===== src/rtl/regfile_wb_arbiter.sv =====
// regfile_wb_arbiter: round-robin arbiter for the single register-file write port.
// Winner is registered onto the port one cycle after its valid/ready handshake,
// with a decoded one-hot write enable; writes to register 0 are consumed but
// suppressed.
// Optional macro WB_ARB_BURST_EN: a granted requester that stays valid keeps
// priority for up to MAX_BURST consecutive transfers.
module regfile_wb_arbiter #(
    parameter int NUM_REQ   = 4,
    parameter int DATA_W    = 32,
    parameter int MAX_BURST = 4
) (
    input  logic                                           clock,
    input  logic                                           reset_n,
    input  logic                                           stall,
    input  logic [NUM_REQ-1:0]                             req_valid,
    output logic [NUM_REQ-1:0]                             req_ready,
    input  logic [5*NUM_REQ-1:0]                           req_rd,
    input  logic [DATA_W*NUM_REQ-1:0]                      req_data,
    output logic                                           wb_we,
    output logic [4:0]                                     wb_rd,
    output logic [DATA_W-1:0]                              wb_data,
    output logic [31:0]                                    wb_we_onehot,
    output logic [((NUM_REQ > 1) ? $clog2(NUM_REQ) : 1)-1:0] wb_grant_id
);

    localparam int GW = (NUM_REQ > 1) ? $clog2(NUM_REQ) : 1;

    if (NUM_REQ < 2 || NUM_REQ > 8) begin : g_bad_num_req
        $error("regfile_wb_arbiter: NUM_REQ must be in 2..8");
    end
    if (MAX_BURST < 1 || MAX_BURST > 15) begin : g_bad_max_burst
        $error("regfile_wb_arbiter: MAX_BURST must be in 1..15");
    end

    logic [GW-1:0]     rr_ptr_q, rr_ptr_d;
    logic [GW-1:0]     cand;
    logic              grant_found;
    logic [GW-1:0]     grant_idx;
    logic [4:0]        sel_rd;
    logic [DATA_W-1:0] sel_data;

    logic              wb_we_q, wb_we_d;
    logic [4:0]        wb_rd_q, wb_rd_d;
    logic [DATA_W-1:0] wb_data_q, wb_data_d;
    logic [31:0]       wb_onehot_q, wb_onehot_d;
    logic [GW-1:0]     wb_gid_q, wb_gid_d;

    function automatic logic [GW-1:0] ptr_next(input logic [GW-1:0] p);
        return (32'(p) == 32'(NUM_REQ - 1)) ? '0 : p + GW'(1);
    endfunction

    // Pick the first valid requester scanning from rr_ptr; stall blocks any grant.
    always_comb begin
        grant_found = 1'b0;
        grant_idx   = '0;
        cand        = '0;
        for (int unsigned k = 0; k < NUM_REQ; k++) begin
            cand = GW'((32'(rr_ptr_q) + k) % NUM_REQ);
            if (!grant_found && req_valid[cand]) begin
                grant_found = 1'b1;
                grant_idx   = cand;
            end
        end
        if (stall) begin
            grant_found = 1'b0;
            grant_idx   = '0;
        end
    end

    // Decode the grant into ready bits and select the winner's rd/data.
    always_comb begin
        req_ready = '0;
        sel_rd    = '0;
        sel_data  = '0;
        for (int unsigned i = 0; i < NUM_REQ; i++) begin
            req_ready[i] = grant_found && (grant_idx == GW'(i));
            if (grant_idx == GW'(i)) begin
                sel_rd   = req_rd[i*5 +: 5];
                sel_data = req_data[i*DATA_W +: DATA_W];
            end
        end
    end

    // Next port contents: strobe only for a transfer to a non-zero register.
    always_comb begin
        wb_we_d     = 1'b0;
        wb_onehot_d = '0;
        wb_rd_d     = wb_rd_q;
        wb_data_d   = wb_data_q;
        wb_gid_d    = wb_gid_q;
        if (grant_found) begin
            wb_rd_d   = sel_rd;
            wb_data_d = sel_data;
            wb_gid_d  = grant_idx;
            if (sel_rd != 5'd0) begin
                wb_we_d     = 1'b1;
                wb_onehot_d = 32'd1 << sel_rd;
            end
        end
    end

`ifdef WB_ARB_BURST_EN
    logic [3:0] burst_cnt_q, burst_cnt_d;
    logic [4:0] run_len;

    // While a burst is running rr_ptr parks on the owner, so the normal scan
    // grants it first; an owner that drops valid is skipped by the same scan,
    // which is why only the counter and pointer need explicit cleanup here.
    always_comb begin
        rr_ptr_d    = rr_ptr_q;
        burst_cnt_d = burst_cnt_q;
        run_len     = 5'd1;
        if (grant_found) begin
            if (grant_idx == rr_ptr_q && burst_cnt_q != '0) begin
                run_len = 5'(burst_cnt_q) + 5'd1;
            end
            if (run_len >= 5'(MAX_BURST)) begin
                rr_ptr_d    = ptr_next(grant_idx);
                burst_cnt_d = '0;
            end else begin
                rr_ptr_d    = grant_idx;
                burst_cnt_d = run_len[3:0];
            end
        end else if (!stall && burst_cnt_q != '0 && !req_valid[rr_ptr_q]) begin
            rr_ptr_d    = ptr_next(rr_ptr_q);
            burst_cnt_d = '0;
        end
    end

    // Burst length register.
    always_ff @(posedge clock or negedge reset_n) begin
        if (!reset_n) begin
            burst_cnt_q <= '0;
        end else begin
            burst_cnt_q <= burst_cnt_d;
        end
    end
`else
    // Plain round-robin: advance past the winner after every transfer.
    always_comb begin
        rr_ptr_d = rr_ptr_q;
        if (grant_found) begin
            rr_ptr_d = ptr_next(grant_idx);
        end
    end
`endif

    // Pointer and write-port registers.
    always_ff @(posedge clock or negedge reset_n) begin
        if (!reset_n) begin
            rr_ptr_q    <= '0;
            wb_we_q     <= 1'b0;
            wb_rd_q     <= '0;
            wb_data_q   <= '0;
            wb_onehot_q <= '0;
            wb_gid_q    <= '0;
        end else begin
            rr_ptr_q    <= rr_ptr_d;
            wb_we_q     <= wb_we_d;
            wb_rd_q     <= wb_rd_d;
            wb_data_q   <= wb_data_d;
            wb_onehot_q <= wb_onehot_d;
            wb_gid_q    <= wb_gid_d;
        end
    end

    assign wb_we        = wb_we_q;
    assign wb_rd        = wb_rd_q;
    assign wb_data      = wb_data_q;
    assign wb_we_onehot = wb_onehot_q;
    assign wb_grant_id  = wb_gid_q;

endmodule


===== config.mk =====
export PLATFORM = sky130hd
export DESIGN_NAME = regfile_wb_arbiter
export DESIGN_NICKNAME = d
export VERILOG_FILES = /design/src/rtl/regfile_wb_arbiter.sv
export SDC_FILE = /design/constraint.sdc
export NUM_CORES = 1
export LEC_CHECK = 0
export BUFFER_PORTS_ARGS = -buffer_cell sky130_fd_sc_hd__buf_4
export CORE_MARGIN = 3
export CORE_UTILIZATION = 39
export CTS_CLUSTER_SIZE = 28
export DETAILED_ROUTE_END_ITERATION = 6
export GPL_TIMING_DRIVEN = 0
export PLACE_DENSITY = 0.84
export SLEW_MARGIN = 20
export SYNTH_ARGS = -nofsm -noshare
export SYNTH_HDL_FRONTEND = slang
export SYNTH_SLANG_ARGS = --single-unit

===== constraint.sdc =====
create_clock -name clock -period 3 [get_ports clock]
set_input_delay 0.75 -clock clock [delete_from_list [all_inputs] [get_ports clock]]
set_output_delay 0.75 -clock clock [all_outputs]
set_load 0.01 [all_outputs]

* Word level (Yosys, flattened, before mapping)
Index checks and enable logic that the tools add are counted.
Word-level totals: register bits after elaboration 74, latch bits 0, bits in writable memories 0, bits in read-only memories 0, input bits 155, output and inout bits 76, logic and storage cells 61, memories 0
Cells by class: $add $sub $neg 4, multipliers 0, div/mod/pow operators 0, $lt $le $gt $ge 4, eq/ne operators 3, shift-type cells 1, multiplexer cells 31, bitwise gates (word level) 0, reductions and logical operators 12
Operators with widths (number):
- $mux 32 | 6
- $shl 1x5->32 const A | 1
- $mux 5 | 4
- $lt 2x3->1 const B | 4
- $mux 2 | 6
- $mux 1 | 11
- $bmux 1 s2 | 4
- $logic_and 1x1->1 | 7
- $reduce_bool 5->1 | 1
- $add 2x1->2 const B | 2
- $add 2x2->2 const B | 2
- $eq 2x2->1 const B | 2
- $logic_not 1->1 | 3
- $eq 2x1->1 const B | 1
- $logic_not 2->1 | 1

* Logic depth before layout (Yosys ltp)
depth after elaboration 21, gate-level depth with buffers 13, mapped depth without buffers 11

* Least setup slack after synthesis
No wires, ideal clock.
path kind in2out, from input port req_valid[0], to output port req_ready[2], arrival 2.445 ns, data required time 2.250 ns, path slack -0.195 ns, cell stages on the path 8, buffers on the path 2, cell sequence nand2b_1 -> a21oi_1 -> o21ai_0 -> a221oi_1 -> ha_1 -> buf_2 -> clkbuf_1 -> and2_1
On the way: cells in the longest elaborated chain, start to end 15, elaborated cells on any way between the ends 26, those cells by class 1 x eq/ne; 18 x mux; 7 x reduce/logical
RTL lines:
- start: declaration | line 15 | input logic [NUM_REQ-1:0] req_valid,
- $bmux 1 s2 | line 59 | if (!grant_found && req_valid[cand]) begin
- $mux 1 (not written as such) | line 59
- $mux 1 | line 59
- $logic_not 1->1 | line 59
- $logic_and 1x1->1 | line 59
- $mux 1 | line 59
- $logic_not 1->1 | line 59
- $logic_and 1x1->1 | line 59
- $mux 1 | line 59
- $logic_not 1->1 | line 59
- $logic_and 1x1->1 | line 59
- $mux 2 * | line 59
- $mux 2 * | line 64 | if (stall) begin
- net grant_idx[1] | line 38 | logic [GW-1:0] grant_idx;
- $eq 2x2->1 * | line 76 | req_ready[i] = grant_found && (grant_idx == GW'(i));
- $logic_and 1x1->1 * | line 76
- end: declaration | line 16 | output logic [NUM_REQ-1:0] req_ready,
The timed path passes the listed nets; every way through them passes the cells marked *. The select of a mux whose other input is x is not followed.

* Worst setup path in the final report
from input port req_valid[0], to output port req_ready[1]
On the way: cells in the longest elaborated chain, start to end 15, elaborated cells on any way between the ends 26, those cells by class 1 x eq/ne; 18 x mux; 7 x reduce/logical
RTL lines (line):
- $bmux 1 s2 | 59
- $mux 1 (not written as such) | 59
- $mux 1 | 59
- $logic_not 1->1 | 59
- $logic_and 1x1->1 | 59
- $mux 1 | 59
- $logic_not 1->1 | 59
- $logic_and 1x1->1 | 59
- $mux 1 | 59
- $logic_not 1->1 | 59
- $logic_and 1x1->1 | 59
- $mux 2 * | 59
- $mux 2 * | 64
- net grant_idx[1] | 38
- $eq 2x1->1 * | 76
- $logic_and 1x1->1 * | 76
Marked as above.

==> flow_summary.ini <==
[clocking]
cts_htree_levels = 3
cts_hold_buf = 0
numCtsBuffers = 9
cts_tree = built
cts_buffer_depth = 2
clock_sinks = 74
clkTransAtPathRegs_ps = 90
cts-root-buf = clkbuf_8
clock_latency_ps = 350

[worst_setup_path]
rr_endpoint = wb_data[17]
start_kind = input port
crit_type = in -> out
r2r_slack_ps = 110
cpMostUsedCell = buf_8
crit_path_max_incr_delay_ps = 390
cp-end-kind = output pin
slowest_stage = a221oi_4
cp-endpoint = req_ready[1]
required_ps = 2250
critPathArrivalTime_ps = 2240
path_cells = buf_8 > buf_4 > nand2_1 > o22ai_1 > a221oi_4 > inv_2 > ha_4 > buf_8 > and2_4 > buf_6
reg2regPathDepth = 14
reg2reg_from = rr_ptr_q[1]
crit_fanout = 4
critPathLaunch = req_valid[0]

[status]
status = finished, final reports clean

[run]
cap_viol_max_count = 0

[floorplan]
chipHeight_microns = 104
core_sq_um = 9330
dieArea_sq_um = 10900
fp-row-count = 35
initial_core_util_pct = 40.4
dieWidth_microns = 104
ios = 231

[logic_synthesis]
synth.most_common_cell = dfrtp_1
seq_area_frac_synth_pct = 49.2
synthCells = 423
synthTopCellsByCount = 74 x dfrtp_1, 68 x nor2_1, 66 x a21oi_1
synth_area_sq_um = 3770
syn_nets = 582
synth_top_area_share_pct = 49.2
syn_avg_cell_area_sq_um = 8.90
synthArstFlopShare_pct = 100
synth_ff_type = dfrtp_1
synth.largest_area_cell = dfrtp_1
synth_cell_type_count = 32
synth_edf_count = 0
ys_warn_count = 0
yosys_register_bits = 74
synth.area.top_cells = dfrtp_1 49%, a21oi_1 8.8%, a221oi_1 7.7%

[worst_hold_path]
holdCritStartpoint = wb_grant_id[1]
hold_depth = 1
hp-class = reg -> reg

[grt]
antenna_found_initial = 0
grt_first_pass_wirelength_microns = 21600
grt_pass1_vias = 4372
track_usage_pct = 24.9
grt_max_degree = 75
overflow = 0

[routing]
drt_iter0_drc = 196
post_drt_via_cell_ratio = 5.23
drc = 0
first_pass_iters = 7
drt_wl_total_microns = 14200
via_count = 4244
wl_per_cell_microns = 17.5
ant_nets = 0

[cells_and_area]
drive_above_1_share_pct = 44.9
fin_util_pct = 66.3
fill_cells = 734
n_antenna_cell = 0
areaGrowthSynthToFinish_pct = 64.1
fin_cells = 812
nNetsFinal = 837

[sta]
relSlewSlack_pct = 40.3
post-route-period-util_pct = 99.8
hold_viol_final = 0
fin_tns_setup_ps = 0
setup_violations = 0
worst_pin_slew_ps = 896
fmax_ghz = 0.334
skew_ps = 13.0
rsz0062_at_grt = yes
final-max-slew-violation-count = 0
min_period_ps = 2990

[power]
total_power_mw = 3.83
power.density_nw_per_um2 = 620
vdd_drop_max_v = 0.000258
p_leak_nw = 2.98

[placed_design]
place.detailed.hpwl_microns = 10800
io_buffers = 230
dp_cells = 782
place.gp.congestion = 0.890
[layout by cell type, fill, tap and decap left out, types with 3 or more instances in the layout]
cell type | netlist | routed
o22a_1 | 3 | 3
a221oi_2 | 0 | 3
a221oi_1 | 33 | 29
inv_2 | 0 | 4
buf_6 | 0 | 4
clkbuf_1 | 18 | 15
buf_2 | 10 | 4
o22ai_1 | 3 | 3
clkbuf_2 | 0 | 3
o21ai_0 | 8 | 6
a221o_1 | 3 | 3
nor2b_1 | 34 | 34
nor2_1 | 68 | 66
dfrtp_1 | 74 | 74
nand2_1 | 25 | 24
clkbuf_8 | 0 | 9
and2_1 | 7 | 5
ha_4 | 0 | 3
buf_4 | 0 | 244
nor3_1 | 32 | 31
nand3_2 | 3 | 3
nand3_1 | 6 | 6
a21oi_1 | 66 | 65
buf_8 | 0 | 3
[worst min path at each step]
stage,to
after detailed placement,wb_grant_id[1]
final,wb_grant_id[1]
after CTS,wb_grant_id[1]
after global routing,wb_grant_id[1]
after global placement,wb_grant_id[1]
after floorplan,rr_ptr_q[0]
[flip-flops by register name (all words and copies together) (netlist names)]
signal	cells
wb_data	32
wb_rd	5
rr_ptr_q	2
wb_grant_id	2
wb_we_onehot	32
wb_we	1
[cell families after synthesis]
family | Yosys count | share of synthesized area [%]
AOI/OAI and AO/OA | 127 | 22.5
adders and majority gates | 4 | 1.33
DFF | 74 | 49.2
and+or+nand+nor | 181 | 23.0
buffers and inverters | 36 | 3.92
other | 1 | 0.0996
[repair_timing]
action,4_1_cts,5_1_grt
hold endpoints to repair,0,0
buffers inserted,11,5
gates resized for setup,28,28
setup endpoints to repair,53,69
pin swaps,6,4
[final cells by class]
class | count | area, sq um | share of cell area (%)
inverters | 6 | 22.5 | 0.364
multi-input cells | 313 | 1900 | 30.8
well taps | 129 | 161 | 2.61
clock buffers | 9 | 124 | 2.00
repair buffers | 246 | 1870 | 30.2
clock inverters | 7 | 100 | 1.62
plain buffers | 28 | 148 | 2.39
flip-flops and latches | 74 | 1850 | 30.0
[critical path, delay by kind of cell]
kind,cells,cell delay (ps)
compound gates,2,510
fa+ha+maj,1,190
buf+inv,5,580
simple gates,2,210
[metal layers]
metal  vias up  GRT usage, %  part of all wire, %
met5         -             0                    0
met4         0          7.88                  2.2
met3        32          7.39                  7.9
met2       217          44.9                   52
met1      1979          28.3                   37
li1       2016             -                    -
[where the power goes]
group          internal, mW  switching [mW]
registers              1.17           0.104
logic                 0.785           0.895
clock network         0.476           0.399
[stage by stage]
stage          cell area (sq um)  hold slack, ps  setup slack, ps
3_5_place_dp                5670             471             -639
3_3_place_gp                5670             470             -536
5_1_grt                     6180             526            -64.3
6_report                    6180             491             6.30
4_1_cts                     6080             491            -64.3
2_1_floorplan               3780             454             3.12
(Power assumes the default switching activity.)
